**src/rtl/serial_add_ctrl_if.sv**
```systemverilog
// Requester-side handshake and operand/result bundle for the bit-serial adder controller.
interface serial_add_ctrl_if #(
    parameter int WIDTH = 8
);
    logic             start;
    logic [WIDTH-1:0] a;
    logic [WIDTH-1:0] b;
    logic             cin;
    logic             busy;
    logic             done;
    logic [WIDTH-1:0] sum;
    logic             cout;
    logic             overflow;

    modport master (
        output start, a, b, cin,
        input  busy, done, sum, cout, overflow
    );

    modport slave (
        input  start, a, b, cin,
        output busy, done, sum, cout, overflow
    );
endinterface

```
**src/rtl/serial_add_ctrl.sv**
```systemverilog
// Bit-serial adder controller: one full-adder cell reused over WIDTH cycles, LSB first,
// with a carry flip-flop between slices. Result held until the next accepted start.
module serial_add_ctrl #(
    parameter int WIDTH = 8
) (
    input  logic             clk,
    input  logic             reset,
    serial_add_ctrl_if.slave bus
);
    localparam int CNT_W = (WIDTH > 1) ? $clog2(WIDTH) : 1;

    typedef enum logic [1:0] {
        IDLE  = 2'd0,
        SHIFT = 2'd1,
        DONE  = 2'd2
    } state_t;

    state_t           state;
    state_t           state_nxt;

    logic [WIDTH-1:0] a_sh;
    logic [WIDTH-1:0] b_sh;
    logic [WIDTH-2:0] work;
    logic             carry;
    logic [CNT_W-1:0] count;
    logic [WIDTH-1:0] sum_q;
    logic             cout_q;
    logic             ovf_q;

    logic             accept;
    logic             last;
    logic             s;
    logic             c;
    logic [WIDTH-1:0] shifted;

    assign accept  = bus.start && ((state == IDLE) || (state == DONE));
    assign last    = (count == CNT_W'(WIDTH - 1));

    // The single full-adder cell.
    assign s       = a_sh[0] ^ b_sh[0] ^ carry;
    assign c       = (a_sh[0] & b_sh[0]) | (a_sh[0] & carry) | (b_sh[0] & carry);
    assign shifted = {s, work};

    // NOTE: sequential state uses non-blocking assignments so every register samples
    // pre-edge values, matching the hardware regardless of process ordering.
    always_ff @(posedge clk or posedge reset) begin
        if (reset) state <= IDLE;
        else       state <= state_nxt;
    end

    // NOTE: state_nxt is defaulted before the case so no path leaves it unassigned,
    // which would otherwise infer a latch.
    always_comb begin
        state_nxt = state;
        case (state)
            IDLE:    if (bus.start) state_nxt = SHIFT;
            SHIFT:   if (last)      state_nxt = DONE;
            DONE:    state_nxt = bus.start ? SHIFT : IDLE;
            default: state_nxt = IDLE;
        endcase
    end

    always_comb begin
        bus.busy = (state == SHIFT);
        bus.done = (state == DONE);
    end

    // NOTE: the shift registers are ordinary flops, not a memory array, so they take the
    // async reset along with the rest; an aborted add leaves nothing stale behind.
    always_ff @(posedge clk or posedge reset) begin
        if (reset) begin
            a_sh   <= '0;
            b_sh   <= '0;
            work   <= '0;
            carry  <= 1'b0;
            count  <= '0;
            sum_q  <= '0;
            cout_q <= 1'b0;
            ovf_q  <= 1'b0;
        end else if (accept) begin
            a_sh  <= bus.a;
            b_sh  <= bus.b;
            carry <= bus.cin;
            count <= '0;
        end else if (state == SHIFT) begin
            a_sh  <= a_sh >> 1;
            b_sh  <= b_sh >> 1;
            work  <= shifted[WIDTH-1:1];
            carry <= c;
            count <= count + CNT_W'(1);
            if (last) begin
                // carry here is the carry into the MSB slice.
                sum_q  <= shifted;
                cout_q <= c;
                ovf_q  <= c ^ carry;
            end
        end
    end

    assign bus.sum      = sum_q;
    assign bus.cout     = cout_q;
    assign bus.overflow = ovf_q;
endmodule

```
**src/flat_wrapper.sv**
```systemverilog
// flat-port wrapper written by rule: the top's interface ports become plain ports
module serial_add_ctrl_flat 
#(
    parameter int WIDTH = 8
)
  (clk, reset, bus_start, bus_a, bus_b, bus_cin, bus_busy, bus_done, bus_sum, bus_cout, bus_overflow);
  serial_add_ctrl_if #(.WIDTH(WIDTH)) bus_i ();
  input  logic clk;
  input  logic reset;
  input wire logic [$bits(bus_i.start)-1:0] bus_start;
  input wire logic [$bits(bus_i.a)-1:0] bus_a;
  input wire logic [$bits(bus_i.b)-1:0] bus_b;
  input wire logic [$bits(bus_i.cin)-1:0] bus_cin;
  output wire logic [$bits(bus_i.busy)-1:0] bus_busy;
  output wire logic [$bits(bus_i.done)-1:0] bus_done;
  output wire logic [$bits(bus_i.sum)-1:0] bus_sum;
  output wire logic [$bits(bus_i.cout)-1:0] bus_cout;
  output wire logic [$bits(bus_i.overflow)-1:0] bus_overflow;
  assign bus_i.start = bus_start;
  assign bus_i.a = bus_a;
  assign bus_i.b = bus_b;
  assign bus_i.cin = bus_cin;
  assign bus_busy = bus_i.busy;
  assign bus_done = bus_i.done;
  assign bus_sum = bus_i.sum;
  assign bus_cout = bus_i.cout;
  assign bus_overflow = bus_i.overflow;
  serial_add_ctrl #(.WIDTH(WIDTH)) u_core (.clk(clk), .reset(reset), .bus(bus_i));
endmodule
```
**config.mk**
```make
export PLATFORM = sky130hd
export DESIGN_NAME = serial_add_ctrl_flat
export DESIGN_NICKNAME = d
export VERILOG_FILES = /design/src/rtl/serial_add_ctrl_if.sv /design/src/rtl/serial_add_ctrl.sv /design/src/flat_wrapper.sv
export SDC_FILE = /design/constraint.sdc
export NUM_CORES = 1
export LEC_CHECK = 0
export CAP_MARGIN = 20
export CELL_PAD_IN_SITES_DETAIL_PLACEMENT = 1
export CELL_PAD_IN_SITES_GLOBAL_PLACEMENT = 2
export CORE_ASPECT_RATIO = 0.7
export CORE_MARGIN = 3
export CORE_UTILIZATION = 30
export CTS_CLUSTER_DIAMETER = 60
export DETAILED_ROUTE_END_ITERATION = 8
export PLACE_DENSITY_LB_ADDON = 0.1
export SYNTH_ARGS = -nofsm -noshare
export SYNTH_HDL_FRONTEND = slang
export SYNTH_SLANG_ARGS = --single-unit
```
**constraint.sdc**
```tcl
create_clock -name clk -period 1.5 [get_ports clk]
set_clock_uncertainty 0.1 [all_clocks]
set_input_delay 0.3 -clock clk [delete_from_list [all_inputs] [get_ports clk]]
set_output_delay 0.3 -clock clk [all_outputs]
set_load 0.01 [all_outputs]
```
==> results.cfg, run 1 <==
[outcome]
run_status = finished, violations left
violations = negative setup slack

[sta]
setup_slack_ns = -0.00146
setup-violations-final = 3
worst_slew_pin_slew_ns = 0.271
hold_violations = 0
fmax_mhz = 666
rsz0062_at_grt = yes
maxSlewViolCount = 0
period_needed_ns = 1.50
hold_ws_ns = 0.282
maxSlewHeadroom_pct = 81.9
fin_crit_sh_pct = 100

[drt]
ant_nets = 0
wire_per_inst_um = 16.3
detail_route.first_pass.iterations = 3
vias_per_cell = 4.81
wirelength_um = 4330
drc = 0
first_iter_violations = 51
vias = 1275

[layout]
areaGrowthSynthToFinish_pct = 35.2
num-fill-cells = 606
layout.nets = 215
final_cells = 265
antenna_cells = 0
drive_gt1_share_pct = 27.5
design_area_sq_um = 2340

[yosys]
synthesis.nets = 171
yosysMostFrequentCell = dfrtp_1
yosys.area.top_type = dfrtp_1
ys_top_cells_by_area = dfrtp_1 56%, nor3_2 6.9%, mux2_2 5.8%
netlist-cell-type-count = 27
synth_async_sr_flop_share_pct = 100
ys_seq_area_share_pct = 56.3
syn-cell-area_sq_um = 1730
ys_warn_count = 0
avgSynthCellArea_sq_um = 11.7
ys_ff_latch = 39
synth_top_cell_area_share_pct = 56.3
ys.flop_type = dfrtp_1
synth_commonest_cells = 39 x dfrtp_1, 22 x nand2_1, 13 x nor2_1, 13 x o22ai_1, 12 x nor3_2
synth_edf_count = 0
syn-instance-count = 148

[grt]
overflow = 0
grt_pass1_vias = 1368
grt_pass1_wl_um = 7160
grt_usage_pct = 13.3
antenna_found_initial = 0
grt_max_degree = 40

[floorplanning]
core_area_sq_um = 5420
die_area_sq_um = 6740
dieHeight_um = 69.6
num_io_pins = 32
placementRows = 22
die_w_um = 96.8
initial_utilization_pct = 32.0

[worst_setup_path]
start_kind = flip-flop
rrSetupSlack_ns = -0.001
critical_path.max_stage_delay_ns = 0.40
worstPathArrival_ns = 1.57
setup.worst_path.class = flip-flop to flip-flop
path_cells = ha_2 > ha_4 > nand3b_4 > mux2_4
cp-startpoint = u_core.count[1]$_DFFE_PP0P_
cp-end-kind = flip-flop
cp.required_ns = 1.57
r2r-end = u_core.bus.sum[6]$_DFFE_PP0P_
path_max_fanout = 6
r2r-start = u_core.count[1]$_DFFE_PP0P_
slowest_stage = dfrtp_1
rr_worst_depth = 4

[place]
gp_congestion = 0.733
hpwl_um = 2840
io_buffers = 31
postPlaceCellArea_sq_um = 2180
place_inst = 255
dp_slack_ns = -0.177

[clock_network]
insertion_delay_ns = 0.29
numCtsBuffers = 5
cts-htree-levels = 2
holdBufCountCts = 0
root_buffer = clkbuf_8
clock_path_buffers = 2
cts_sinks = 39
tritoncts = built
path_clk_slew_ns = 0.08

[worst_hold_path]
min-delay-path-class = input port to async pin

[flow_run]
max-cap-violations = 0

[power_and_ir_drop]
power.density_nw_per_um2 = 2100
p_total_mw = 4.92
p_leak_nw = 1.08
vdd_drop_max_v = 0.000670
-- state kept, by name, indices dropped and copies added (netlist names) --
name                 cells
u_core.carry             1
u_core.bus.sum           8
u_core.bus.overflow      1
u_core.work              7
u_core.bus.cout          1
u_core.a_sh              8
u_core.b_sh              8
u_core.state             2
u_core.count             3
-- power by group --
part / switching [mW] / internal, mW / total [mW]
logic: 1.11 / 1.11 / 2.23
registers: 0.352 / 1.56 / 1.91
clock network: 0.367 / 0.420 / 0.787
-- per-stage QoR --
stage          TNS [ns]  utilization (%)
3_3_place_gp      -1.49             40.3
6_report       -0.00276             43.2
2_1_floorplan         0                -
5_1_grt          -0.250             43.2
4_1_cts               0             42.4
3_5_place_dp      -2.29             40.3
-- worst max-delay path: cells and delay by family (launching register included) --
kind	cells	cell delay [ns]
and+or+nand+nor	1	0.17
adders and majority gates	2	0.38
DFF	1	0.40
muxes	1	0.32
-- cells by family (layout without fill, tap and decap cells) --
group / count (synthesis) / in the layout / share of synthesized area (%)
AO/OA/AOI/OAI: 24 / 24 / 9.02
buffers and inverters: 13 / 57 / 5.70
adder cells (fa/ha/maj): 3 / 3 / 2.60
multiplexers: 11 / 11 / 7.00
flip-flops: 39 / 39 / 56.3
AND/OR/NAND/NOR: 57 / 58 / 18.8
XOR/XNOR: 1 / 1 / 0.506
-- worst max path at each step --
| stage | to | cells past startpoint | slack (ns) |
|---|---|---|---|
| floorplan | u_core.bus.sum[0]$_DFFE_PP0P_ | 5 | 0.02 |
| global placement | u_core.a_sh[2]$_DFFE_PP0P_ | 6 | -0.1 |
| detailed placement | u_core.b_sh[6]$_DFFE_PP0P_ | 6 | -0.18 |
| CTS | u_core.bus.sum[7]$_DFFE_PP0P_ | 4 | 0.01 |
| global route | u_core.bus.cout$_DFFE_PP0P_ | 4 | -0.05 |
| finish | u_core.bus.sum[6]$_DFFE_PP0P_ | 4 | -0.001 |
-- cell usage in the layout, fill, tap and decap left out, types with 3 or more instances in the layout --
master | synthesis | final
dfrtp_1 | 39 | 39
nand2_1 | 22 | 22
clkdlybuf4s50_1 | 0 | 19
o22ai_1 | 13 | 13
nor2_1 | 13 | 13
nor3_2 | 12 | 12
buf_4 | 4 | 11
dlygate4sd2_1 | 0 | 10
clkbuf_8 | 0 | 7
mux2_4 | 0 | 6
a22o_1 | 4 | 4
o21ai_0 | 3 | 3
mux2_2 | 9 | 3
-- repair_timing --
action | 4_1_cts | 5_1_grt
buffers inserted | 0 | 1
setup endpoints to repair | 25 | 15
pin swaps | 1 | 1
gates resized for setup | 22 | 9
cloned | 1 | 0
-- metal layers --
layer / GRT usage, % / up-vias / part of all wire (%) / wire length [um]
met4: 3.27 / 0 / 0.81 / 35
met3: 3.82 / 5 / 3.5 / 150
met2: 20.3 / 19 / 45 / 1940
li1: - / 599 / - / -
met1: 18.8 / 652 / 51 / 2210
met5: 0 / - / 0 / 0
-- final cells by class --
| type | count | area [sq um] | area share, % |
|---|---|---|---|
| Inverter | 3 | 13.8 | 0.587 |
| Timing Repair Buffer | 46 | 433 | 18.5 |
| Clock buffer | 8 | 100 | 4.27 |
| Tap cell | 72 | 90.1 | 3.84 |
| Sequential cell | 39 | 976 | 41.6 |
| Multi-Input combinational cell | 97 | 731 | 31.2 |
Note: power is estimated with default switching activity, not from simulation.
==> inputs of run 2 (changes only) <==
--- a/config.mk
+++ b/config.mk
@@ -8,12 +8,12 @@
 export CAP_MARGIN = 20
 export CELL_PAD_IN_SITES_DETAIL_PLACEMENT = 1
 export CELL_PAD_IN_SITES_GLOBAL_PLACEMENT = 2
-export CORE_ASPECT_RATIO = 0.7
 export CORE_MARGIN = 3
 export CORE_UTILIZATION = 30
 export CTS_CLUSTER_DIAMETER = 60
 export DETAILED_ROUTE_END_ITERATION = 8
 export PLACE_DENSITY_LB_ADDON = 0.1
+export SKIP_CTS_REPAIR_TIMING = 1
 export SYNTH_ARGS = -nofsm -noshare
 export SYNTH_HDL_FRONTEND = slang
 export SYNTH_SLANG_ARGS = --single-unit
==> results.cfg, run 2 (synthesized netlist as in run 1, its figures left out) <==
[outcome]
run_status = finished clean

[clock_network]
cts-htree-levels = 2
insertion_delay_ns = 0.29
path_clk_slew_ns = 0.08
numCtsBuffers = 5
tritoncts = built
root_buffer = clkbuf_8
clock_path_buffers = 2
cts_sinks = 39

[floorplanning]
initial_utilization_pct = 31.3
die_area_sq_um = 6720
die_w_um = 82
placementRows = 27
num_io_pins = 32
core_area_sq_um = 5540
dieHeight_um = 82

[grt]
grt_pass1_wl_um = 6560
overflow = 0
grt_max_degree = 40
grt_usage_pct = 13.1
antenna_found_initial = 0
grt_pass1_vias = 1362

[drt]
detail_route.first_pass.iterations = 4
first_iter_violations = 18
ant_nets = 0
drc = 0
wire_per_inst_um = 15.0
vias_per_cell = 4.72
vias = 1280
wirelength_um = 4070

[sta]
fmax_mhz = 682
rsz0062_at_grt = yes
maxSlewHeadroom_pct = 82.0
hold_violations = 0
fin_crit_sh_pct = 97.8
period_needed_ns = 1.47
maxSlewViolCount = 0
worst_slew_pin_slew_ns = 0.271
setup-violations-final = 0

[place]
gp_congestion = 0.735
hpwl_um = 2690
io_buffers = 31

[layout]
areaGrowthSynthToFinish_pct = 38.6
antenna_cells = 0
final_cell_mix = 38 x dfrtp_1, 22 x nand2_1, 19 x clkdlybuf4s50_1
layout.nets = 221
num-fill-cells = 616
fin_util_pct = 43.4
drive_gt1_share_pct = 30.2
mostFrequentLayoutCell = dfrtp_1

[flow_run]
max-cap-violations = 0

[worst_setup_path]
cp.required_ns = 1.57
cp-end-kind = flip-flop
r2r-start = u_core.count[1]$_DFFE_PP0P_
start_kind = flip-flop
r2r-end = u_core.bus.sum[5]$_DFFE_PP0P_
worstPathArrival_ns = 1.54
path_max_fanout = 6
rrSetupSlack_ns = 0.03
setup.worst_path.class = flip-flop to flip-flop
rr_worst_depth = 4

[worst_hold_path]
min-delay-path-class = input port to async pin

[power_and_ir_drop]
p_leak_nw = 1.18
power.density_nw_per_um2 = 2070
p_total_mw = 4.98
vdd_drop_max_v = 0.000642
[run 2: changes by cell type in the layout (fill, tap and decap cells not counted), sizes merged]
cell          previous run  this run
clkinv                   0         1
bufinv                   0         1
dlygate4sd2             10         0
clkbuf                   8         7
buf                     17        22
dlymetal6s2s             0        10
[run 2: critical path, cell delays in order, from the launching register on]
cell      delay [ns]
dfrtp_1         0.40
ha_2            0.19
ha_4            0.18
nand3b_4        0.13
mux2_2          0.34
[run 2: worst max-delay path by stage]
stage | from | end | slack (ns) | depth (start not counted)
floorplan | u_core.count[0]$_DFFE_PP0P_ | u_core.bus.sum[0]$_DFFE_PP0P_ | 0.02 | 5
global placement | bus_start | u_core.b_sh[0]$_DFFE_PP0P_ | -0.10 | 5
detailed placement | bus_start | u_core.b_sh[5]$_DFFE_PP0P_ | -0.11 | 6
CTS | u_core.state[1]$_DFFE_PP0P_ | bus_busy | -0.39 | 3
global route | u_core.state[0]$_DFFE_PP0P_ | u_core.b_sh[5]$_DFFE_PP0P_ | -0.02 | 5
finish | u_core.count[1]$_DFFE_PP0P_ | u_core.bus.sum[5]$_DFFE_PP0P_ | 0.03 | 4
[run 2: per-stage QoR]
stage	cells	setup TNS, ns	hold WS [ns]	area, sq um	worst slack, ns
4_1_cts	266	-1.88	0.281	2310	-0.391
5_1_grt	271	-0.0393	0.289	2400	-0.0155
3_5_place_dp	258	-1.93	0.377	2190	-0.113
2_1_floorplan	148	0	0.340	1740	0.0169
6_report	271	0	0.278	2400	0.0337
3_3_place_gp	258	-1.69	0.356	2190	-0.100
[run 2: power breakdown]
group | total (mW) | leakage [nW] | switching (mW) | internal (mW)
clock | 0.899 | 0.0612 | 0.361 | 0.538
combinational | 2.20 | 0.646 | 1.07 | 1.13
sequential | 1.89 | 0.477 | 0.327 | 1.56
[run 2: layout make-up]
| class | instances | area (sq um) | share of cell area, % |
|---|---|---|---|
| multi-input cells | 97 | 701 | 29.2 |
| inverters | 3 | 13.8 | 0.573 |
| clock buffers | 6 | 82.6 | 3.44 |
| flip-flops and latches | 39 | 977 | 40.7 |
| well taps | 72 | 90.1 | 3.75 |
| repair buffers | 52 | 503 | 20.9 |
| clock inverters | 2 | 35.0 | 1.46 |
[run 2: per-layer routing]
metal	up-vias	share of wire, %	track usage (%)
met5	-	0	0
met4	0	1.5	4.49
met3	7	4.7	4.17
met2	26	50	21.6
met1	636	44	16.1
li1	611	-	-
==> inputs of run 3 (changes only) <==
--- a/config.mk
+++ b/config.mk
@@ -8,12 +8,13 @@
 export CAP_MARGIN = 20
 export CELL_PAD_IN_SITES_DETAIL_PLACEMENT = 1
 export CELL_PAD_IN_SITES_GLOBAL_PLACEMENT = 2
-export CORE_MARGIN = 3
 export CORE_UTILIZATION = 30
 export CTS_CLUSTER_DIAMETER = 60
+export CTS_CLUSTER_SIZE = 8
 export DETAILED_ROUTE_END_ITERATION = 8
 export PLACE_DENSITY_LB_ADDON = 0.1
 export SKIP_CTS_REPAIR_TIMING = 1
+export SLEW_MARGIN = 10
 export SYNTH_ARGS = -nofsm -noshare
 export SYNTH_HDL_FRONTEND = slang
 export SYNTH_SLANG_ARGS = --single-unit
==> results.cfg, run 3 (synthesized netlist as in run 1, its figures left out) <==
[drt]
wirelength_um = 3930
wire_per_inst_um = 14.8
drc = 0
first_iter_violations = 42
detail_route.first_pass.iterations = 4
ant_nets = 0
vias = 1244
vias_per_cell = 4.69

[worst_setup_path]
path_cells = ha_2 > ha_4 > nand3b_4 > mux2_2
slowest_stage = dfrtp_1
r2r-start = u_core.count[0]$_DFFE_PP0P_
start_kind = flip-flop
cp.required_ns = 1.57
rr_worst_depth = 4
path_max_fanout = 6
cp-end-kind = flip-flop
setup.worst_path.class = flip-flop to flip-flop
critical_path.max_stage_delay_ns = 0.39
worstPathArrival_ns = 1.55
critical_path_buf_inv_count = 0
rrSetupSlack_ns = 0.02
cp_top_family = flip-flops
r2r-end = u_core.bus.sum[0]$_DFFE_PP0P_

[sta]
rsz0062_at_grt = yes
setup-violations-final = 0
maxSlewHeadroom_pct = 83.1
worst_slew_pin_slew_ns = 0.253
period_needed_ns = 1.48
maxSlewViolCount = 0
hold_ws_ns = 0.268
fin_crit_sh_pct = 98.9
hold_violations = 0
fmax_mhz = 674

[clock_network]
tritoncts = built
cts_sinks = 39
cts-htree-levels = 2
path_clk_slew_ns = 0.07
insertion_delay_ns = 0.28
clock_path_buffers = 2
numCtsBuffers = 5
root_buffer = clkbuf_8

[grt]
grt_usage_pct = 14.0
grt_max_degree = 40
grt_pass1_wl_um = 6400
overflow = 0
antenna_found_initial = 0
grt_pass1_vias = 1339

[layout]
fin_util_pct = 42.5
final_cell_mix = 38 x dfrtp_1, 22 x nand2_1, 19 x clkdlybuf4s50_1
areaGrowthSynthToFinish_pct = 36.0
antenna_cells = 0
layout.nets = 217
drive_gt1_share_pct = 27.5
mostFrequentLayoutCell = dfrtp_1

[power_and_ir_drop]
p_leak_nw = 1.16
vdd_drop_max_v = 0.000849
power.density_nw_per_um2 = 2000

[floorplanning]
core_area_sq_um = 5540
initial_utilization_pct = 31.3
dieHeight_um = 78
die_area_sq_um = 6080
die_w_um = 78
placementRows = 27
num_io_pins = 32

[place]
gp_congestion = 0.723
hpwl_um = 2590
io_buffers = 31

[worst_hold_path]
min-delay-path-class = input port to async pin

[flow_run]
max-cap-violations = 0

[outcome]
run_status = finished clean
-- run 3: where the power goes --
group	total [mW]	switching, mW	leakage (nW)	internal [mW]
Clock	0.648	0.338	0.0371	0.310
Combinational	2.17	1.04	0.641	1.13
Sequential	1.90	0.339	0.477	1.56
-- run 3: metrics by stage --
step	TNS, ns	instances	total power [mW]	area (sq um)	worst slack [ns]
2_1_floorplan	0	148	3.31	1740	0.0169
6_report	0	265	4.72	2360	0.0158
3_3_place_gp	-1.33	256	3.97	2190	-0.0857
5_1_grt	-0.0403	265	5.11	2360	-0.0132
4_1_cts	-1.89	262	4.71	2260	-0.384
3_5_place_dp	-2.00	256	4.05	2190	-0.156
-- run 3: how the worst max path moves through the flow --
stage | end | cells past startpoint | start
after global placement | u_core.b_sh[0]$_DFFE_PP0P_ | 5 | bus_start
after CTS | bus_busy | 3 | u_core.state[1]$_DFFE_PP0P_
final | u_core.bus.sum[0]$_DFFE_PP0P_ | 4 | u_core.count[0]$_DFFE_PP0P_
after detailed placement | u_core.b_sh[0]$_DFFE_PP0P_ | 5 | bus_start
after floorplan | u_core.bus.sum[0]$_DFFE_PP0P_ | 5 | u_core.count[0]$_DFFE_PP0P_
after global routing | u_core.bus.sum[0]$_DFFE_PP0P_ | 4 | u_core.count[0]$_DFFE_PP0P_
-- run 3: area by class of cell --
cell class              instances  area (sq um)
fillers                       602          3180
flip-flops and latches         39           977
multi-input cells              97           708
repair buffers                 48           495
well taps                      72          90.1
clock buffers                   6          72.6
inverters                       3          13.8
-- run 3: worst register-to-register path, stage by stage, from the launching register on --
cell	delay [ns]
dfrtp_1	0.39
ha_2	0.20
ha_4	0.18
nand3b_4	0.13
mux2_2	0.36
-- run 3: layer usage --
layer	global-route usage (%)	routed length [um]	vias up	part of all wire, %
met5	0	0	-	0
li1	-	-	605	-
met2	24.0	2000	23	51
met1	16.6	1710	610	44
met3	3.88	157	6	4.0
met4	5.56	59	0	1.5
